--- src/rtl/sprite_rom_arbiter.sv ---
// Round-robin arbiter sharing one synchronous sprite ROM and palette between two players.
// Three-stage pipeline: accept/address, ROM data, palette result with per-requester strobe.
module sprite_rom_arbiter #(
  parameter int unsigned ADDR_W     = 17,
  parameter logic [3:0]  TRANSP_IDX = 4'd0
) (
  input  logic              i_clk,
  input  logic              i_rst_n,
  input  logic              i_en,
  input  logic              i_blank,
  input  logic [1:0]        i_req,
  input  logic [ADDR_W-1:0] i_addr0,
  input  logic [ADDR_W-1:0] i_addr1,
  output logic [1:0]        o_gnt,
  output logic [ADDR_W-1:0] o_rom_addr,
  input  logic [3:0]        i_rom_data,
  output logic [3:0]        o_pal_index,
  input  logic [11:0]       i_pal_rgb,
  output logic [1:0]        o_rvalid,
  output logic [11:0]       o_rgb,
  output logic              o_transparent,
  output logic              o_busy
);

  typedef enum logic [1:0] {StIdle, StRun, StDrain} state_e;

  state_e            r_state;
  logic              r_last_id;
  logic [ADDR_W-1:0] r_rom_addr;
  logic              r_s1_valid, r_s1_id;
  logic              r_s2_valid, r_s2_id;
  logic [1:0]        r_rvalid;
  logic [11:0]       r_rgb;
  logic              r_transparent;

  logic w_grant_ok, w_gnt_id, w_accept, w_pipe_empty;

  always_comb begin
    w_grant_ok = (r_state == StRun) && i_en && !i_blank;
    w_gnt_id   = 1'b0;
    case (i_req)
      2'b01:   w_gnt_id = 1'b0;
      2'b10:   w_gnt_id = 1'b1;
      2'b11:   w_gnt_id = ~r_last_id;
      default: w_gnt_id = 1'b0;
    endcase
    o_gnt = 2'b00;
    if (w_grant_ok && (i_req != 2'b00)) begin
      o_gnt = w_gnt_id ? 2'b10 : 2'b01;
    end
    // A grant is only issued to an active requester, so any grant is an accept.
    w_accept     = |(i_req & o_gnt);
    w_pipe_empty = !r_s1_valid && !r_s2_valid;
  end

  always_ff @(posedge i_clk or negedge i_rst_n) begin
    if (!i_rst_n) begin
      r_state       <= StIdle;
      r_last_id     <= 1'b1;
      r_rom_addr    <= '0;
      r_s1_valid    <= 1'b0;
      r_s1_id       <= 1'b0;
      r_s2_valid    <= 1'b0;
      r_s2_id       <= 1'b0;
      r_rvalid      <= 2'b00;
      r_rgb         <= 12'h000;
      r_transparent <= 1'b0;
    end else if (i_en) begin
      case (r_state)
        StIdle:  if (!i_blank) r_state <= StRun;
        StRun:   if (i_blank) r_state <= StDrain;
        StDrain: begin
          if (w_pipe_empty)  r_state <= StIdle;
          else if (!i_blank) r_state <= StRun;
        end
        default: r_state <= StIdle;
      endcase

      if (w_accept) begin
        r_last_id  <= w_gnt_id;
        r_rom_addr <= w_gnt_id ? i_addr1 : i_addr0;
      end
      r_s1_valid <= w_accept;
      r_s1_id    <= w_gnt_id;
      r_s2_valid <= r_s1_valid;
      r_s2_id    <= r_s1_id;

      if (r_s2_valid) begin
        r_rvalid      <= r_s2_id ? 2'b10 : 2'b01;
        r_rgb         <= i_pal_rgb;
        r_transparent <= (i_rom_data == TRANSP_IDX);
      end else begin
        r_rvalid <= 2'b00;
      end
    end
  end

  assign o_rom_addr    = r_rom_addr;
  assign o_pal_index   = i_rom_data;
  assign o_rvalid      = r_rvalid;
  assign o_rgb         = r_rgb;
  assign o_transparent = r_transparent;
  assign o_busy        = (r_state != StIdle) || r_s1_valid || r_s2_valid;

endmodule

--- config.mk ---
export PLATFORM = sky130hd
export DESIGN_NAME = sprite_rom_arbiter
export DESIGN_NICKNAME = d
export VERILOG_FILES = /design/src/rtl/sprite_rom_arbiter.sv
export SDC_FILE = /design/constraint.sdc
export NUM_CORES = 1
export LEC_CHECK = 0
export CAP_MARGIN = 20
export CORE_ASPECT_RATIO = 1.1
export CORE_MARGIN = 2
export CORE_UTILIZATION = 35
export DETAILED_ROUTE_END_ITERATION = 7
export HOLD_SLACK_MARGIN = 0.03
export PLACE_DENSITY = 0.86
export SLEW_MARGIN = 5
export SYNTH_ARGS = -nofsm -noshare
export SYNTH_HDL_FRONTEND = slang
export SYNTH_SLANG_ARGS = --single-unit
--- constraint.sdc ---
create_clock -name i_clk -period 1.5 [get_ports i_clk]
set_input_delay 0.15 -clock i_clk [delete_from_list [all_inputs] [get_ports i_clk]]
set_output_delay 0.15 -clock i_clk [all_outputs]
set_load 0.01 [all_outputs]
After elaboration in Yosys (flattened, before gate mapping)
Index checks and enable logic that the tools add are counted.

Bits in registers: 39. Input bits: 56. Output and inout port bits: 39. Logic and storage cells: 44.

Equality and inequality tests: 5. Multiplexer cells: 10. Bitwise logic cells: 2. Reductions and logical operators: 17.

Operator list (number): $mux W17 (1); $mux W2 (7); $eq A2 B2 Y1 const B (3); $pmux W2 S3 (1); $reduce_and A2 Y1 (3); $logic_and A1 B1 Y1 (4); $logic_not A4 Y1 (1); $reduce_bool A2 Y1 (2); $logic_not A1 Y1 (3); $and A2 B2 Y2 (1); $eq A2 B1 Y1 const B (1); $logic_not A2 Y1 (1); $logic_or A1 B1 Y1 (2); $ne A2 B2 Y1 const B (1); $pmux W1 S2 (1); $reduce_or A2 Y1 (1); $not A1 Y1 (1).

Depth between registers and ports, before layout
Gate-level depths: netlist of the first run.

Depth in word-level cells: 8. Mapped depth: 6. Depth with buffers taken out: 3.

Least setup slack after synthesis of the first run
No wires, ideal clock.

Kind: register -> output. Start: register r_state[1]. End: output o_gnt[0]. Arrival: 1.225 ns. Data required time: 1.350 ns. Slack: 0.125 ns. Stages on the path, launching flop included: 5. Buffers on the path: 1. Cells stage by stage: dfrtp_1 > and4bb_1 > buf_2 > inv_1 > nor3_1.

Word-level cells in the longest chain between the ends: 5.

Ends and longest elaborated chain: from (decl) (RTL line 27) `state_e r_state;`; from (signal assigned) (RTL line 58) `r_state <= StIdle;`; from (signal assigned) (RTL line 70) `StIdle: if (!i_blank) r_state <= StRun;`; from (signal assigned) (RTL line 71) `StRun: if (i_blank) r_state <= StDrain;`; $eq A2 B1 Y1 (RTL line 39) `w_grant_ok = (r_state == StRun) && i_en && !i_blank;`; $logic_and A1 B1 Y1 (2 in series) (RTL line 39); $logic_and A1 B1 Y1 (RTL line 48) `if (w_grant_ok && (i_req != 2'b00)) begin`; $mux W2 (RTL line 48); to (decl) (RTL line 14) `output logic [1:0] o_gnt,`.

Every way passes these cells.

Final worst setup path of the first run
Same ends and word-level chain as after synthesis.

==> results by group, run 1 <==
Status
  • Run status: finished with violations
  • Failing checks: negative setup slack

STA
  • Setup ws final: -17.6 ps
  • Clock period minus worst slack: 1520 ps
  • Pins Over Slew Limit: 0
  • Endpoints failing setup: 1
  • Final Hold Vio Count: 0
  • Worst-Margin Slew: 506 ps
  • Worst slew margin: 0.663
  • Max Freq: 659 MHz
  • WHS: 362 ps
  • Final period utilization: 1.01
  • RSZ-0062 raised after global routing: yes
  • Final Skew: 5.76 ps

Clocking
  • Clk buf depth: 2
  • Clock slew at reported path FFs: 80 ps
  • Clk root buf: clkbuf_8
  • Post-CTS Repair Setup Buffers: 0
  • Clock Latency Late Sink: 290 ps
  • CTS tree: yes
  • CTS buffer count: 5
  • Clock sink count: 39
  • CTS H-Tree Depth: 2

Die
  • Die width: 72.1 µm
  • Initial core utilization: 0.360
  • Die Span Y: 78.9 µm
  • Core region area: 4970 µm²
  • Top-Level Pins: 95
  • Placement Rows: 27
  • Die area: 5690 µm²

Placement
  • Hpwl dp: 3560 µm
  • Gpl congestion: 0.710
  • PortBufs: 94

Route
  • Initial DRC Count: 54
  • DRC Markers: 0
  • Vias: 1524
  • Drt wl/cell: 16.2 µm
  • Vias per cell: 5.17
  • Antenna Nets Post-Route: 0
  • Total Wirelength: 4770 µm
  • Pre-antenna DRT Iters: 4

Worst setup path
  • Critical path required time: 1350 ps
  • Critical path class: flip-flop to primary output
  • WP data arrival: 1370 ps
  • Maximum fanout along the worst path: 2
  • CP Capture Type: primary output
  • Critical path launch point type: flip-flop

Finish
  • Share of cells above drive strength 1: 0.257
  • Final Net Count: 292
  • Layout area overhead: 67.7%
  • Diodes inserted: 0

Yosys
  • Synthesized flop and latch total: 39
  • Seq/Total Area, Yosys: 0.547
  • Syn avg cell area: 13.1 µm²
  • Post-synth EDFFs: 0
  • Cell variety after synth: 28
  • Syn Nets: 192
  • Main synth FF type: dfrtp_1
  • Cells after Synth: 136
  • Synth warnings: 0
  • Synthesized cell area: 1790 µm²
  • Share of flip-flops with an asynchronous set or reset: 1.00

Power
  • Total power: 4470 µW
  • Pwr dens: 1490 nW/µm²
  • Static leakage: 0.00121 µW
  • Worst-case vdd ir drop: 1.07 mV

Global route
  • First-pass GRT wire length: 7620 µm
  • Antenna violations before repair: 0
  • Vias in the first global route: 1617
  • Total GRT Usage: 0.171
  • Largest net degree at the start of global routing: 23
  • Grt total ovfl: 0

Hold path
  • Hold Crit Class: primary input to async pin

Flow run
  • Max Cap Violations: 0
path summary, 6_finish.rpt:
kind	start	depth (start not counted)	to	slack (ps)
hold reg to reg	o_transparent	2	o_transparent	480
max in group asynchronous	i_rst_n	3	o_rgb[2]	500
setup / recovery	r_state[1]	4	o_gnt[0]	-20
setup reg to reg	r_state[1]	5	o_rom_addr[16]	20
hold / removal	i_rst_n	2	o_rom_addr[5]	360
min in group i_clk	i_pal_rgb[7]	2	o_rgb[7]	470
cell usage after synthesis, types with 2 or more instances:
master	number	area share
buf_2	7	0.020
a2bb2oi_2	9	0.076
o21ai_0	7	0.020
buf_4	5	0.021
a22o_1	2	0.0098
o32ai_1	17	0.083
inv_1	4	0.0084
nand3b_1	2	0.0084
mux2_2	14	0.088
nand2_1	4	0.0084
a2bb2oi_1	8	0.039
nor2_1	4	0.0084
dfrtp_1	38	0.53
area by class of cell:
cell class | count | area, µm²
clock buffer | 6 | 82.6
clock inverter | 2 | 35.0
fill | 425 | 1970
inverter | 5 | 18.8
multi-input combinational | 77 | 738
sequential | 39 | 977
tap | 58 | 72.6
timing repair buffer | 108 | 1070
report_power, final:
| part | total, µW | internal, µW | switching, µW |
|---|---|---|---|
| Clock | 902 | 538 | 364 |
| Combinational | 1870 | 1210 | 664 |
| Sequential | 1700 | 1450 | 253 |
| Total | 4470 | 3190 | 1280 |
metal layers:
metal  share of wire  vias up  track usage
li1                -      714            -
met1            0.38      739        0.200
met2            0.53       64        0.295
met3           0.084        7       0.0571
met4           0.012        0       0.0509
met5               0        -            0
timing repair:
item | 4_1_cts | 5_1_grt
gates resized for setup | 12 | 12
hold buffers | 1 | 0
hold endpoints to repair | 20 | 0
setup endpoints to repair | 19 | 18
pin swaps | 1 | 2
flip-flops by register name (all words and copies together) (netlist names):
signal and count:
r_s1_id 1, r_s2_valid 1, o_transparent 1, o_rvalid 2, o_rom_addr 17, r_s1_valid 1, r_state 2, o_rgb 12
r_s2_id 1, r_last_id 1
per-stage QoR:
stage                     TNS [ps]  cell area, µm²  setup slack [ps]  cells  utilization
after global routing          -204            2990             -91.4    295        0.603
after CTS                     -189            2930             -40.6    295        0.591
after detailed placement     -5690            2810              -339    286        0.566
after global placement       -5090            2810              -340    286        0.566
final                        -17.6            2990             -17.6    295        0.603
after floorplan                  0            1790               125    136            -
cell usage in the layout, fill, tap and decap left out, drive strengths merged, types with 2 or more instances in the layout:
cell and n:
clkdlybuf4s50 90, dfrtp 38, o32ai 17, a2bb2oi 17, buf 16, mux2 14
o21ai 7, clkbuf 6, inv 5, nor2 4, nand2 4, nand3b 2
a22o 2
worst max-delay path, cell delays in order (launching register included):
cell and delay [ps]:
dfrtp_1 380, and4bb_2 350, inv_2 60, nor3_2 140
buf_2 160
cell families after synthesis:
family / Yosys count / synth area share
buffers and inverters: 20 / 0.0708
AND/OR/NAND/NOR: 15 / 0.0455
flip-flops: 39 / 0.547
multiplexers: 14 / 0.0883
AO/OA/AOI/OAI: 48 / 0.248
No activity file was read; power rests on OpenSTA's default activity.
==> run 2: changes to the inputs <==
--- a/config.mk
+++ b/config.mk
@@ -5,7 +5,7 @@
 export SDC_FILE = /design/constraint.sdc
 export NUM_CORES = 1
 export LEC_CHECK = 0
-export CAP_MARGIN = 20
+export CAP_MARGIN = 25
 export CORE_ASPECT_RATIO = 1.1
 export CORE_MARGIN = 2
 export CORE_UTILIZATION = 35
==> results of run 2 <==
Same layout as run 1: the final DEF is identical, and so are final timing and power.
